## config.mk

```make
export PLATFORM = sky130hd
export DESIGN_NAME = song_autoplay_ctrl_flat
export DESIGN_NICKNAME = d
export VERILOG_FILES = /design/src/rtl/song_autoplay_ctrl_if.sv /design/src/rtl/song_autoplay_ctrl.sv /design/src/flat_wrapper.sv
export SDC_FILE = /design/constraint.sdc
export NUM_CORES = 1
export LEC_CHECK = 0
export ABC_AREA = 1
export BUFFER_PORTS_ARGS = -buffer_cell sky130_fd_sc_hd__buf_2
export CAP_MARGIN = 10
export CORE_MARGIN = 1.5
export CORE_UTILIZATION = 64
export CTS_BUF_LIST = sky130_fd_sc_hd__clkbuf_4
export CTS_CLUSTER_DIAMETER = 30
export DETAILED_ROUTE_END_ITERATION = 10
export PLACE_DENSITY = 0.88
export SYNTH_ARGS = -nofsm -noshare
export SYNTH_HDL_FRONTEND = slang
export SYNTH_SLANG_ARGS = --single-unit
```

## constraint.sdc

```tcl
create_clock -name CLK -period 3.6 [get_ports CLK]
set_input_delay 0.72 -clock CLK [delete_from_list [all_inputs] [get_ports CLK]]
set_output_delay 0.72 -clock CLK [all_outputs]
set_load 0.02 [all_outputs]
```

## src/rtl/song_autoplay_ctrl_if.sv

```systemverilog
// Bus between the auto-play sequencer and its surroundings: timebase, transport
// pulses, live key, song ROM port and tone-generator note output.
interface song_autoplay_ctrl_if #(
    parameter int ADDR_W = 6
);
    logic              TICK;
    logic              PLAY;
    logic              STOP;
    logic [3:0]        KEY_NOTE;
    logic [ADDR_W-1:0] rom_addr;
    logic [7:0]        rom_data;
    logic [3:0]        note_out;
    logic              src;
    logic              playing;
    logic              done;

    modport master (
        output TICK, PLAY, STOP, KEY_NOTE, rom_data,
        input  rom_addr, note_out, src, playing, done
    );

    modport slave (
        input  TICK, PLAY, STOP, KEY_NOTE, rom_data,
        output rom_addr, note_out, src, playing, done
    );
endinterface

```

## src/rtl/song_autoplay_ctrl.sv

```systemverilog
// Song auto-play sequencer: walks a {note,dur} ROM, times notes against TICK and
// shares the tone-generator note bus with the live keyboard (live keys win).
module song_autoplay_ctrl #(
    parameter int ADDR_W    = 6,
    parameter int GAP_TICKS = 1,
    parameter bit LOOP      = 1'b0
) (
    input logic                 CLK,
    input logic                 RESET,
    song_autoplay_ctrl_if.slave bus
);
    localparam logic [3:0]        NOTE_NONE = 4'd0;
    localparam logic [7:0]        GAP_INIT  = 8'(GAP_TICKS);
    localparam logic [ADDR_W-1:0] ADDR_ZERO = {ADDR_W{1'b0}};
    localparam logic [ADDR_W-1:0] ADDR_ONE  = ADDR_W'(1'b1);
    localparam logic [ADDR_W-1:0] ADDR_LAST = {ADDR_W{1'b1}};

    typedef enum logic [2:0] {
        IDLE  = 3'd0,
        FETCH = 3'd1,
        LOAD  = 3'd2,
        NOTE  = 3'd3,
        GAP   = 3'd4,
        PAUSE = 3'd5
    } state_t;

    state_t            state_r;
    state_t            saved_r;
    logic [ADDR_W-1:0] rom_addr_r;
    logic [3:0]        note_reg_r;
    logic [3:0]        tcnt_r;
    logic [7:0]        gcnt_r;
    logic [3:0]        note_out_r;
    logic              src_r;
    logic              playing_r;
    logic              done_r;

    logic [3:0]        rom_note_s;
    logic [3:0]        rom_dur_s;
    state_t            end_state_s;
    logic              end_done_s;
    state_t            adv_state_s;
    logic [ADDR_W-1:0] adv_addr_s;
    logic              adv_done_s;

    assign rom_note_s = bus.rom_data[7:4];
    assign rom_dur_s  = bus.rom_data[3:0];

    // End-of-song and next-entry outcomes; the last address is an end, never a wrap
    always_comb begin
        end_state_s = IDLE;
        end_done_s  = 1'b1;
        adv_state_s = FETCH;
        adv_addr_s  = rom_addr_r + ADDR_ONE;
        adv_done_s  = 1'b0;
        if (LOOP) begin
            end_state_s = FETCH;
            end_done_s  = 1'b0;
        end else begin
            end_state_s = IDLE;
            end_done_s  = 1'b1;
        end
        if (rom_addr_r == ADDR_LAST) begin
            adv_state_s = end_state_s;
            adv_addr_s  = ADDR_ZERO;
            adv_done_s  = end_done_s;
        end else begin
            adv_state_s = FETCH;
            adv_addr_s  = rom_addr_r + ADDR_ONE;
            adv_done_s  = 1'b0;
        end
    end

    // Playback FSM, note timing and registered note-bus arbitration
    always_ff @(posedge CLK or posedge RESET) begin
        if (RESET) begin
            state_r    <= IDLE;
            saved_r    <= IDLE;
            rom_addr_r <= ADDR_ZERO;
            note_reg_r <= NOTE_NONE;
            tcnt_r     <= 4'd0;
            gcnt_r     <= 8'd0;
            note_out_r <= NOTE_NONE;
            src_r      <= 1'b0;
            playing_r  <= 1'b0;
            done_r     <= 1'b0;
        end else begin
            done_r    <= 1'b0;
            playing_r <= (state_r != IDLE);

            if (bus.KEY_NOTE != NOTE_NONE) begin
                note_out_r <= bus.KEY_NOTE;
                src_r      <= 1'b0;
            end else if (state_r == NOTE) begin
                note_out_r <= note_reg_r;
                src_r      <= 1'b1;
            end else begin
                note_out_r <= NOTE_NONE;
                src_r      <= 1'b0;
            end

            // STOP outranks PLAY everywhere, including IDLE where both are dropped
            if (bus.STOP) begin
                if (state_r != IDLE) begin
                    state_r    <= IDLE;
                    rom_addr_r <= ADDR_ZERO;
                end
            end else begin
                case (state_r)
                    IDLE: begin
                        if (bus.PLAY) begin
                            state_r    <= FETCH;
                            rom_addr_r <= ADDR_ZERO;
                        end
                    end
                    FETCH: state_r <= LOAD;
                    LOAD: begin
                        if (rom_dur_s == 4'd0) begin
                            state_r    <= end_state_s;
                            rom_addr_r <= ADDR_ZERO;
                            done_r     <= end_done_s;
                        end else begin
                            note_reg_r <= rom_note_s;
                            tcnt_r     <= rom_dur_s;
                            state_r    <= NOTE;
                        end
                    end
                    NOTE: begin
                        if (bus.PLAY) begin
                            saved_r <= NOTE;
                            state_r <= PAUSE;
                        end else if (bus.TICK) begin
                            if (tcnt_r == 4'd1) begin
                                if (GAP_INIT == 8'd0) begin
                                    state_r    <= adv_state_s;
                                    rom_addr_r <= adv_addr_s;
                                    done_r     <= adv_done_s;
                                end else begin
                                    gcnt_r  <= GAP_INIT;
                                    state_r <= GAP;
                                end
                            end else begin
                                tcnt_r <= tcnt_r - 4'd1;
                            end
                        end
                    end
                    GAP: begin
                        if (bus.PLAY) begin
                            saved_r <= GAP;
                            state_r <= PAUSE;
                        end else if (bus.TICK) begin
                            if (gcnt_r == 8'd1) begin
                                state_r    <= adv_state_s;
                                rom_addr_r <= adv_addr_s;
                                done_r     <= adv_done_s;
                            end else begin
                                gcnt_r <= gcnt_r - 8'd1;
                            end
                        end
                    end
                    PAUSE: begin
                        if (bus.PLAY) begin
                            state_r <= saved_r;
                        end
                    end
                    default: begin
                        state_r    <= IDLE;
                        rom_addr_r <= ADDR_ZERO;
                    end
                endcase
            end
        end
    end

    assign bus.rom_addr = rom_addr_r;
    assign bus.note_out = note_out_r;
    assign bus.src      = src_r;
    assign bus.playing  = playing_r;
    assign bus.done     = done_r;
endmodule

```

## src/flat_wrapper.sv

```systemverilog
// flat-port wrapper written by rule: the top's interface ports become plain ports
module song_autoplay_ctrl_flat 
#(
    parameter int ADDR_W    = 6,
    parameter int GAP_TICKS = 1,
    parameter bit LOOP      = 1'b0
)
  (CLK, RESET, bus_TICK, bus_PLAY, bus_STOP, bus_KEY_NOTE, bus_rom_data, bus_rom_addr, bus_note_out, bus_src, bus_playing, bus_done);
  song_autoplay_ctrl_if #(.ADDR_W(ADDR_W)) bus_i ();
  input logic CLK;
  input logic RESET;
  input wire logic [$bits(bus_i.TICK)-1:0] bus_TICK;
  input wire logic [$bits(bus_i.PLAY)-1:0] bus_PLAY;
  input wire logic [$bits(bus_i.STOP)-1:0] bus_STOP;
  input wire logic [$bits(bus_i.KEY_NOTE)-1:0] bus_KEY_NOTE;
  input wire logic [$bits(bus_i.rom_data)-1:0] bus_rom_data;
  output wire logic [$bits(bus_i.rom_addr)-1:0] bus_rom_addr;
  output wire logic [$bits(bus_i.note_out)-1:0] bus_note_out;
  output wire logic [$bits(bus_i.src)-1:0] bus_src;
  output wire logic [$bits(bus_i.playing)-1:0] bus_playing;
  output wire logic [$bits(bus_i.done)-1:0] bus_done;
  assign bus_i.TICK = bus_TICK;
  assign bus_i.PLAY = bus_PLAY;
  assign bus_i.STOP = bus_STOP;
  assign bus_i.KEY_NOTE = bus_KEY_NOTE;
  assign bus_i.rom_data = bus_rom_data;
  assign bus_rom_addr = bus_i.rom_addr;
  assign bus_note_out = bus_i.note_out;
  assign bus_src = bus_i.src;
  assign bus_playing = bus_i.playing;
  assign bus_done = bus_i.done;
  song_autoplay_ctrl #(.ADDR_W(ADDR_W), .GAP_TICKS(GAP_TICKS), .LOOP(LOOP)) u_core (.CLK(CLK), .RESET(RESET), .bus(bus_i));
endmodule
```

==> run summary <==
Initial Util - 68.43%
most numerous cell in the Yosys netlist - nand2_1
sequential area share after synthesis - 40.07%
antenna-violating nets left - 0
Clock Sink Count - 34
via count of the routed design - 1919
post-synth top area share - 40.07%
compound-gate portion of the synthesized area - 9.075%
GP Congestion - 0.8497
CP Class - reg -> reg
Mapped Area - 2123 um^2
worst-path fanout max - 14
largest family of logic cells by synthesized area - simple AND/OR/NAND/NOR gates
simple-gate portion of the synthesized area - 36.48%
pin count of the biggest net entering global routing - 35
Async SR Flop Fraction - 100.0%
Primary FF master, synth - dfrtp_1
all-layer global routing usage - 26.40%
Final Cycle Share - 49.74%
relative slew slack - 69.27%
Distinct cells, synth - 33
clock transition at the registers of the reported paths - 0.10 ns
# diodes - 0
crit-path max cell delay - 0.57 ns
Least-Margin Pin Slew - 0.4592 ns
htree depth - 2
detail-routed net length per standard cell - 12.02 um
initial antenna violation count - 0
post-synthesis mux area share - 0%
maximum achievable frequency - 0.5584 GHz
GR Util met2 - 44.24%
Static Leak - 1.229 nW
clk buf depth - 2
Worst Setup Slack post-DPL - 1.638 ns
met3 GRT Util - 5.757%
Placeable Area - 3103 um^2
Syn Inst Count - 286
final slew viol count - 0
grt ovf - 0
Pre-Repair DR Iteration Count - 5
WP buf/inv - 1
Final Hold Viols - 0
number of global-route vias before repair - 1820
M1 GR Usage - 33.15%
number of I/O pins - 30
grt peak-use layer - met2
Vias/cell - 5.301
Die Y - 60.60 um
CTS root buf - clkbuf_4
Crit. End Element - register
row count - 20
Min-Delay Path Class - in -> async
Final Power - 1.405 mW
max-cap violation count - 0
Worst Setup Start Kind - register
Area Overhead vs Synth - 11.20%
worst endpoint required time - 3.84 ns
clock skew - 0.01099 ns
Non-Filler Instances - 362
most used cell, CP - nand2_2
hold_buf cts - 0
setup slack after layout - 1.809 ns
CTS tree - built
slowest CP cell - dfrtp_1
Post-CTS Setup Bufs - 0
DRT iter0 DRCs - 159
setup TNS - 0 ns
die footprint - 3672 um^2
EDFF count, synth - 0
final net count - 340
unrepaired setup endpoints after global routing - false
largest area contributor in the netlist - dfrtp_1
detailed-route wire length - 4350 um
DP HPWL - 3243 um
DRC Markers - 0
Avg Synthesized Cell Area - 7.424 um^2
Pwr Density - 595.1 nW/um^2
status - complete, no violations
Worst EP arrival - 2.03 ns
post-synthesis adder-cell area fraction - 2.946%
Synthesis Warnings - 0
XOR/XNOR share of the synthesized area - 2.887%
PortBufs - 29
share of layout cells above drive strength 1 - 19.50%
placed instance count - 355
first-pass GRT wire length - 7231 um
setup violators final - 0
Post-CTS Resized - 0
crit-path cells - nand2_2, nor2_4, inv_2, nand2_2, nand3_1, nor2_2, nand2_2, nand2_1, o21ai_1
Core Util, Final - 76.09%
CP delay by family, top - simple AND/OR/NAND/NOR gates
Clk Latency, worst-skew pair - 0.34 ns
synthesized flop and latch total - 34
synth top area cells - dfrtp_1 40%, nand2_1 15%, nand3_1 6.8%
width of the die - 60.60 um
Syn Nets - 308
final worst path period need - 1.791 ns
total CTS buffers - 5
Commonest cells post-synth - 87 x nand2_1, 34 x dfrtp_1, 29 x inv_1, 29 x nand3_1, 25 x nor2_1
peak supply drop - 0.3841 mV
==> sequential cells by signal (all words and copies together) (netlist names) <==
signal / cells
u_core.gcnt_r: 8
u_core.bus.done: 1
u_core.note_reg_r: 4
u_core.saved_r: 2
u_core.bus.playing: 1
u_core.bus.src: 1
u_core.state_r: 3
u_core.bus.rom_addr: 6
u_core.bus.note_out: 4
u_core.tcnt_r: 4
==> through the flow <==
| stage | hold WS [ns] | area [um^2] |
|---|---|---|
| global route | 0.4990 | 2361 |
| floorplan | 0.4422 | 2123 |
| CTS | 0.4670 | 2361 |
| detailed placement | 0.4791 | 2290 |
| global placement | 0.4674 | 2290 |
| finish | 0.4580 | 2361 |
==> logic make-up after synthesis <==
logic type      Yosys count
compound gates           32
flops                    34
fa+ha+maj                 5
buf+inv                  42
xor+xnor                  7
simple gates            166
==> cell usage in the layout, fill, tap and decap left out, types with 2 or more instances in the layout <==
master,n
a21oi_1,4
buf_2,29
clkbuf_4,5
dfrtp_1,34
ha_1,5
inv_1,29
inv_2,7
nand2_1,87
nand2_2,4
nand2_4,2
nand3_1,29
nand3b_1,3
nand4_1,2
nor2_1,25
nor2_2,3
nor2_4,2
nor4_1,2
o211ai_1,5
o21ai_0,12
o21ai_1,4
o21ai_2,2
o21bai_1,4
xor2_1,6
==> routing by layer <==
layer  vias to the layer above  wire length (um)
met1                       883              1967
met5                         -                 0
met3                         6               211
met4                         0                53
met2                        54              2118
li1                        976                 -
==> report_power, final <==
| group | switching, mW | internal [mW] | total (mW) |
|---|---|---|---|
| Combinational | 0.388 | 0.204 | 0.592 |
| Clock | 0.124 | 0.140 | 0.264 |
| Sequential | 0.0751 | 0.474 | 0.549 |
| Total | 0.587 | 0.819 | 1.41 |
==> worst register-to-register path: stages, from the launching register on <==
cell and delay, ns:
dfrtp_1 0.57, nand2_2 0.11, nor2_4 0.29, inv_2 0.13, nand2_2 0.08, nand3_1 0.08, nor2_2 0.18, nand2_2 0.10
nand2_1 0.09, o21ai_1 0.06
==> layout make-up <==
cell class              count  area, um^2
multi-input cells         210        1091
flip-flops and latches     34       850.8
fillers                   251       742.0
repair buffers             30       152.6
inverters                  37       140.1
well taps                  44       55.05
clock buffers               5       37.54
clock inverters             2       33.78
==> final timing paths <==
path | from | endpoint | slack, ns | cells past startpoint
worst max register to register | u_core.state_r[0] | u_core.gcnt_r[0] | 1.81 | 9
worst max-delay path | u_core.state_r[0] | u_core.gcnt_r[0] | 1.81 | 9
min in group CLK | u_core.saved_r[1] | u_core.saved_r[1] | 0.50 | 2
max in group asynchronous | RESET | u_core.saved_r[1] | 2.82 | 3
worst min register to register | u_core.saved_r[1] | u_core.saved_r[1] | 0.50 | 2
worst min-delay path | RESET | u_core.gcnt_r[6] | 0.46 | 3
(Power assumes the default switching activity.)
